[config.mk]
export PLATFORM = sky130hd
export DESIGN_NAME = branch_target_buffer
export DESIGN_NICKNAME = d
export VERILOG_FILES = /design/src/rtl/btb_pkg.sv /design/src/rtl/btb_sat_ctr.sv /design/src/rtl/branch_target_buffer.sv
export SDC_FILE = /design/constraint.sdc
export NUM_CORES = 1
export LEC_CHECK = 0
export CORE_ASPECT_RATIO = 0.5
export CORE_MARGIN = 2
export CORE_UTILIZATION = 40
export CTS_CLUSTER_SIZE = 14
export DETAILED_ROUTE_END_ITERATION = 10
export PLACE_DENSITY = 0.66
export SYNTH_ARGS = -nofsm -noshare
export SYNTH_HDL_FRONTEND = slang
export SYNTH_SLANG_ARGS = --single-unit
[constraint.sdc]
create_clock -name CLK -period 14.4 [get_ports CLK]
set_input_delay 4.32 -clock CLK [delete_from_list [all_inputs] [get_ports CLK]]
set_output_delay 4.32 -clock CLK [all_outputs]
set_load 0.1 [all_outputs]
[src/rtl/btb_pkg.sv]
// Shared types and counter encodings for the branch target buffer.
package btb_pkg;

  typedef enum logic {IDLE, FLUSH} btb_state_t;

  localparam logic [1:0] CTR_STRONG_NT = 2'd0;
  localparam logic [1:0] CTR_WEAK_NT   = 2'd1;
  localparam logic [1:0] CTR_WEAK_T    = 2'd2;
  localparam logic [1:0] CTR_STRONG_T  = 2'd3;

endpackage

[src/rtl/btb_sat_ctr.sv]
// Combinational 2-bit saturating direction counter step.
module btb_sat_ctr
  import btb_pkg::*;
(
  input  logic [1:0] cur_i,
  input  logic       taken_i,
  output logic [1:0] next_o
);

  always_comb begin
    next_o = cur_i;
    if (taken_i) begin
      if (cur_i != CTR_STRONG_T) next_o = cur_i + 2'd1;
    end else begin
      if (cur_i != CTR_STRONG_NT) next_o = cur_i - 2'd1;
    end
  end

endmodule

[src/rtl/branch_target_buffer.sv]
// Direct-mapped BTB with 2-bit direction counters and a sequential invalidate engine.
// Optional statistics counters are enabled with the BTB_STATS_EN macro.
module branch_target_buffer
  import btb_pkg::*;
#(
  parameter int unsigned  ENTRIES = 16,
  localparam int unsigned IDX_W   = $clog2(ENTRIES)
) (
  input  logic        CLK,
  input  logic        RST_N,
  input  logic        lookup_valid,
  input  logic [31:0] lookup_pc,
  output logic        pred_hit,
  output logic        pred_taken,
  output logic [31:0] pred_target,
  input  logic        upd_valid,
  output logic        upd_ready,
  input  logic [31:0] upd_pc,
  input  logic        upd_taken,
  input  logic [31:0] upd_target,
  input  logic        flush_req,
  output logic        busy
`ifdef BTB_STATS_EN
  ,
  output logic [31:0] hit_count,
  output logic [31:0] lookup_count
`endif
);

  localparam int unsigned TAG_W = 30 - IDX_W;

  logic [ENTRIES-1:0]      valid_q, valid_d;
  logic [ENTRIES-1:0][1:0] ctr_q, ctr_d;
  logic [TAG_W-1:0]        tag_q    [ENTRIES];
  logic [31:0]             target_q [ENTRIES];
  btb_state_t              state_q, state_d;
  logic [IDX_W-1:0]        flush_idx_q, flush_idx_d;

  logic [IDX_W-1:0] lk_idx, up_idx;
  logic [TAG_W-1:0] lk_tag, up_tag;
  logic             up_hit, upd_fire;
  logic [1:0]       ctr_next;
  logic             unused_pc_bits;

  assign unused_pc_bits = ^{lookup_pc[1:0], upd_pc[1:0], lookup_valid};

  // Lookup path: purely combinational from registered state.
  assign lk_idx      = lookup_pc[IDX_W+1:2];
  assign lk_tag      = lookup_pc[31:IDX_W+2];
  assign pred_hit    = valid_q[lk_idx] && (tag_q[lk_idx] == lk_tag) && (state_q == IDLE);
  assign pred_taken  = pred_hit && ctr_q[lk_idx][1];
  assign pred_target = pred_hit ? target_q[lk_idx] : 32'd0;

  assign upd_ready = (state_q == IDLE);
  assign busy      = (state_q == FLUSH);
  assign upd_fire  = upd_valid && upd_ready;
  assign up_idx    = upd_pc[IDX_W+1:2];
  assign up_tag    = upd_pc[31:IDX_W+2];
  assign up_hit    = valid_q[up_idx] && (tag_q[up_idx] == up_tag);

  btb_sat_ctr u_sat_ctr (
    .cur_i   (ctr_q[up_idx]),
    .taken_i (upd_taken),
    .next_o  (ctr_next)
  );

  always_comb begin
    valid_d     = valid_q;
    ctr_d       = ctr_q;
    state_d     = state_q;
    flush_idx_d = flush_idx_q;
    unique case (state_q)
      IDLE: begin
        if (upd_fire) begin
          if (up_hit) begin
            ctr_d[up_idx] = ctr_next;
          end else if (upd_taken) begin
            valid_d[up_idx] = 1'b1;
            ctr_d[up_idx]   = CTR_WEAK_T;
          end
        end
        if (flush_req) begin
          state_d     = FLUSH;
          flush_idx_d = '0;
        end
      end
      FLUSH: begin
        valid_d[flush_idx_q] = 1'b0;
        flush_idx_d          = flush_idx_q + 1'b1;
        if (flush_idx_q == IDX_W'(ENTRIES - 1)) state_d = IDLE;
      end
      default: state_d = IDLE;
    endcase
  end

  always_ff @(posedge CLK or negedge RST_N) begin
    if (!RST_N) begin
      valid_q     <= '0;
      ctr_q       <= '0;
      state_q     <= IDLE;
      flush_idx_q <= '0;
    end else begin
      valid_q     <= valid_d;
      ctr_q       <= ctr_d;
      state_q     <= state_d;
      flush_idx_q <= flush_idx_d;
    end
  end

  // Tag and target carry no reset; valid gates every use of them.
  always_ff @(posedge CLK) begin
    if (upd_fire && upd_taken) begin
      tag_q[up_idx]    <= up_tag;
      target_q[up_idx] <= upd_target;
    end
  end

`ifdef BTB_STATS_EN
  logic [31:0] hit_cnt_q, lk_cnt_q;

  always_ff @(posedge CLK or negedge RST_N) begin
    if (!RST_N) begin
      hit_cnt_q <= '0;
      lk_cnt_q  <= '0;
    end else if (lookup_valid && (state_q == IDLE)) begin
      lk_cnt_q <= lk_cnt_q + 32'd1;
      if (pred_hit) hit_cnt_q <= hit_cnt_q + 32'd1;
    end
  end

  assign hit_count    = hit_cnt_q;
  assign lookup_count = lk_cnt_q;
`endif

endmodule
# ---- Word-level counts from Yosys, hierarchy flattened
# Memories as Yosys holds them, arrays and structs flattened.
# Index checks and enable logic that the tools add are counted.
dict set report totals {
  reg_bits 53
  ram_bits 928
  input_bits 102
  elab_cells 88
  memories 2
}
dict set report op_classes {
  addsub 3
  magnitude_cmp 5
  eq_ne 8
  muxes 32
  bitwise 7
  reduce_logical 12
}
# name words word_bits read_ports rd_clocked_by_memory_dff write_ports line_no
set memory_table {}
lappend memory_table {target_q 16 32 1 0 1 branch_target_buffer.sv:35} ;# logic [31:0] target_q [ENTRIES];
lappend memory_table {tag_q 16 26 2 0 1 branch_target_buffer.sv:34} ;# logic [TAG_W-1:0] tag_q [ENTRIES];
# cell n
set op_table {}
lappend op_table {{32-bit 2-to-1 mux} 3}
lappend op_table {{26-bit equality test} 2}
lappend op_table {{16-bit 2-to-1 mux} 3}
lappend op_table {{16-bit bitwise AND} 2}
lappend op_table {{32-bit bitwise mux} 1}
lappend op_table {{16-bit NOT} 2}
lappend op_table {{16-bit bitwise OR} 2}
lappend op_table {{16-bit case mux with 2 select lines} 1}
lappend op_table {{2-bit binary-select mux with 4-bit select} 2}
lappend op_table {{4-bit by 5-bit less-than comparator with 1-bit output, second input constant} 3}
lappend op_table {{2-bit 2-to-1 mux} 6}
lappend op_table {{1-bit binary-select mux with 4-bit select} 2}
lappend op_table {{1-bit demux with 4-bit select} 2}
lappend op_table {{2-bit demux with 4-bit select} 1}
lappend op_table {{4-bit by 1-bit >= comparator with 1-bit output, second input constant} 2}
lappend op_table {{1-bit logical AND} 8}
lappend op_table {{1-bit 2-to-1 mux} 8}
lappend op_table {{4-bit case mux with 2 select lines} 1}
lappend op_table {{2-bit by 1-bit inequality test with 1-bit output, second input constant} 3}
lappend op_table {{3-bit AND reduction} 2}
lappend op_table {{4-bit by 1-bit adder with 4-bit output, second input constant} 1}
lappend op_table {{4-bit equality test, second input constant} 1}
lappend op_table {{4-bit 2-to-1 mux} 1}
lappend op_table {{2-bit inequality test, second input constant} 2}
lappend op_table {{other kinds (5)} 6}

# ---- Logic depth before layout (Yosys ltp)
dict set report depth {
  depth_word 9
  ltp_mapped 16
  mapped_depth_nobuf 8
}

# ---- Hierarchy
# A second synthesis with hierarchy kept.
dict set report unflattened {
  hier_cells 2093
  area_unflattened_um2 42871.1
}
# mod instances cells_each area_each_um2 seq_area_each_um2
set modules_own_cells {}
lappend modules_own_cells {branch_target_buffer 1 2090 42844.8 29193.0}
lappend modules_own_cells {btb_sat_ctr 1 3 26.3 0.0}

# ---- Worst setup path after synthesis
# Ideal clock, no wire load.
dict set report synth_timing {
  kind {input port to output port}
  start {in lookup_pc[2]}
  end {out pred_target[22]}
  arrival_time_ps 7835
  t_required_ps 10080
  path_slack_ps 2245
  stages 10
  n_path_buf 4
  path_cell_list {clkbuf_1 -> buf_2 -> buf_2 -> mux4_2 -> mux4_2 -> xnor2_1 -> nand4_1 -> nor4_1 -> clkbuf_1 -> and3_1}
}
dict set report synth_between {
  elab_chain_len 5
}
# item line_no
set synth_rtl {}
lappend synth_rtl {{from (decl)} branch_target_buffer.sv:12} ;# input logic [31:0] lookup_pc,
lappend synth_rtl {{memory 16 x 26 bit or 1-bit binary-select mux with 4-bit select (tied branches)} --}
lappend synth_rtl {{26-bit equality test or 1-bit 2-to-1 mux (tied branches)} branch_target_buffer.sv:50} ;# assign pred_hit = valid_q[lk_idx] && (tag_q[lk_idx] == lk_tag) && (state_q == IDLE);
lappend synth_rtl {{1-bit logical AND (2 in a row)} branch_target_buffer.sv:50}
lappend synth_rtl {{32-bit 2-to-1 mux *} branch_target_buffer.sv:52} ;# assign pred_target = pred_hit ? target_q[lk_idx] : 32'd0;
lappend synth_rtl {{to (decl)} branch_target_buffer.sv:15} ;# output logic [31:0] pred_target,
# Mark *: on every way between the ends. The rest lies on a longest branch, timed or not. The select of a mux whose other input is x is not followed.

# ---- Worst setup path after layout
dict set report layout_timing {
  start {in lookup_pc[2]}
  end {out pred_target[20]}
}
# The elaborated chain is that of the path after synthesis.

==> results.md <==
- CP arrival: 8270 ps
- Post-Syn Instances: 2108
- Post-Syn Area: 42790 sq um
- CP Capture Type: output pin
- Final worst path period share: 0.8744
- Post-cts gate resize count: 0
- R2R setup slack: 10260 ps
- Core ar.: approximately 110000 sq um
- DR DRC count: 0
- CP startpoint: lookup_pc[2]
- Dpl hpwl: ~60 mm
- Chip width: 466.6 um
- Via count: 22340
- Clk pin slew, worst setup/hold paths: 60 ps
- Syn_nets: 2214
- Global route total overflow: 0
- Power Density: around 130 nW/um^2
- Clock skew: 34.40 ps
- Min-delay src: ctr_q[30]
- Crit Path Category: primary input to output pin
- Slew headroom: 0.1449
- Share of cells above drive strength 1: 0.2844
- Hold Path Depth: 1
- Final setup TNS: 0 ps
- Max cap viols: 0
- Hold buffer count at CTS: 0
- LEAKAGE: 15.74 nW
- Hold Path Sink: ctr_q[30]
- Die span in y: 235.3 um
- CTS root buf: clkbuf_16
- Setup violators final: 0
- Hold Crit Class: register to register
- Crit path required time: 10080 ps
- Ys Warns: 0
- Clk buf depth: 3
- Fmax: 79.42 MHz
- RSZ-0062 raised after global routing: no
- GP Congestion: 0.8314
- Synth Flop Type: edfxtp_1
- Asr flop ratio synth: 0.05403
- I/O pin total: between 100 and 150
- Layout Nets: 2349
- CTS tree: built
- Startpoint types: primary input
- Maximum vdd drop: roughly 0.000084 V
- Num CTS Buffers: 93
- Clock sinks: 981
- Number of buffers added for setup after CTS: 0
- Worst r2r dst: valid_q[1]
- Area growth from synthesis to layout: 14.01%
- DR WL/cell: 28.87 um
- Post-synth EDFFs: 928
- Vias per Instance: approximately 6.0
- # fillers: 8712
- Initial antenna violation count: 5
- H-tree levels: 3
- Initial Utilization: 0.4055
- Final Power: between 6 and 7 mW
- Status: finished clean
- Critical R2R Launch: tag_q[9][6]
- Sequential area share after synthesis: 0.6822
- All-Layer GR Usage: 0.1958
- Seq cells post-synth: a little under 1000
- Util after Layout: 0.4623
- DR pass1 iterations: 5
- Largest net degree at the start of global routing: 78
- Syn avg cell area: 20.30 sq um
- Fin crit period: 12590 ps
- Hold Violations, Final: 0
- Clock Latency Late Sink: slightly below 700 ps
- Number of port buffers: 132
- FP Rows: 84
- Starting DRT DRC Count: 2411
- First-pass GRT wire length: 158.3 mm
- Final wirelength: 108.0 mm
- Routed Antenna Nets: 0
- Worst-margin pin slew: roughly 1300 ps
- Hold slack final: 489.8 ps
- Synth cell types: 60
- Vias in the first global route: 22870
- Slew Viols, Final: 0
- FF-to-FF path depth: 7
- Die ar.: 109800 sq um
- Crit Path Max Fanout: 63
per-stage QoR:
| step | instance area (sq um) | setup WS, ps | cells |
|---|---|---|---|
| 4_1_cts | 48780 | 1701 | 3740 |
| 5_1_grt | 48790 | 1540 | 3741 |
| 2_1_floorplan | 42790 | 2245 | 2108 |
| 6_report | 48790 | 1809 | 3741 |
| 3_5_place_dp | 45770 | 1716 | 3567 |
| 3_3_place_gp | 45770 | 1712 | 3567 |
layer usage:
metal / track usage / up-vias / routed length, um / share of wire
met1: 0.2751 / 12080 / 45180 / 0.42
met2: 0.3160 / 882 / 52890 / 0.49
li1: - / 9206 / - / -
met3: 0.03206 / 166 / 7139 / 0.066
met5: 0 / - / 41 / 0.00038
met4: 0.05757 / 6 / 2735 / 0.025
cell usage in the layout, fill, tap and decap left out, drive strengths merged, types with 21 or more instances in the layout:
| cell type | instances |
|---|---|
| clkinv | 46 |
| nor2 | 36 |
| mux4 | 392 |
| and3 | 38 |
| clkbuf | 115 |
| buf | 89 |
| inv | 32 |
| edfxtp | 928 |
| a21oi | 24 |
| xor2 | 21 |
| clkdlybuf4s50 | 90 |
| dfrtp | 53 |
| nand2 | 77 |
| mux2i | 71 |
| xnor2 | 41 |
synth_stat cells, types with 3 or more instances:
| master | count | area (sq um) |
|---|---|---|
| nand3_1 | 3 | 15.01 |
| mux2i_1 | 71 | 710.7 |
| nor3_1 | 11 | 55.05 |
| edfxtp_1 | 928 | 27870 |
| nand2b_1 | 13 | 81.33 |
| or3_1 | 3 | 18.77 |
| xnor2_1 | 41 | 359.1 |
| buf_2 | 43 | 215.2 |
| and2_1 | 11 | 68.82 |
| o41ai_1 | 14 | 122.6 |
| a22oi_1 | 20 | 150.1 |
| ha_1 | 4 | 50.05 |
| buf_4 | 8 | 60.06 |
| nor2b_1 | 19 | 118.9 |
| o21ai_0 | 20 | 100.1 |
| o221ai_1 | 3 | 26.28 |
| mux4_2 | 391 | 8806 |
| xor2_1 | 21 | 183.9 |
| nor2_1 | 36 | 135.1 |
| or2_2 | 4 | 25.02 |
| mux2_2 | 15 | 168.9 |
| inv_1 | 30 | 112.6 |
| buf_6 | 6 | 67.56 |
| buf_1 | 17 | 63.81 |
| a21oi_1 | 24 | 120.1 |
| dfrtp_1 | 53 | 1326 |
| clkbuf_1 | 65 | 244.0 |
| nand4_1 | 10 | 62.56 |
| and3_1 | 38 | 237.7 |
| a21o_1 | 16 | 120.1 |
| a221oi_1 | 4 | 35.03 |
| o41ai_2 | 4 | 65.06 |
| o22ai_1 | 12 | 75.07 |
| o31ai_1 | 15 | 112.6 |
| nor3b_1 | 5 | 37.54 |
| o2111ai_1 | 3 | 26.28 |
| a41o_1 | 16 | 160.2 |
| a31oi_1 | 7 | 43.79 |
| nand2_1 | 76 | 285.3 |
critical path, cell delays in order:
cell and delay [ps]:
buf_8 500, buf_12 480, mux4_2 590, mux4_2 520, xnor2_1 170, nand4_1 250
nor4_2 280, buf_4 410, and3_1 390, buf_12 210
worst max path at each step:
| stage | slack (ps) | endpoint |
|---|---|---|
| after floorplan | 2240 | pred_target[22] |
| after global placement | 1710 | pred_target[20] |
| after detailed placement | 1720 | pred_target[20] |
| after CTS | 1700 | pred_target[20] |
| after global routing | 1540 | pred_target[20] |
| final | 1810 | pred_target[20] |
power breakdown:
group	internal (mW)	switching, mW
clock	1.36	1.08
sequential	3.16	0.0345
combinational	0.230	0.285
cell type report:
class                      count  area [sq um]  share of cell area
sequential                   981         29190              0.5984
inverter                      31         123.9            0.002539
antenna                        1         2.502          0.00005129
multi-input combinational    957         12950              0.2655
timing repair buffer         179          1718             0.03521
clock inverter                58         576.8             0.01182
clock buffer                 115          2441             0.05004
tap                         1419          1775             0.03639
state kept, by name, summed over array words and instances, names as in the netlist:
signal,count
busy,1
ctr_q,32
valid_q,16
flush_idx_q,4
tag_q,416
target_q,512
logic make-up after synthesis:
logic type               Yosys count  share of synthesized area
adder cells (fa/ha/maj)            6                   0.001637
XOR/XNOR                          62                    0.01269
AO/OA/AOI/OAI                    173                    0.03006
multiplexers                     478                     0.2270
flip-flops                       981                     0.6822
buffers and inverters            170                    0.01792
AND/OR/NAND/NOR                  238                    0.02851
No activity file was read; power rests on OpenSTA's default activity.
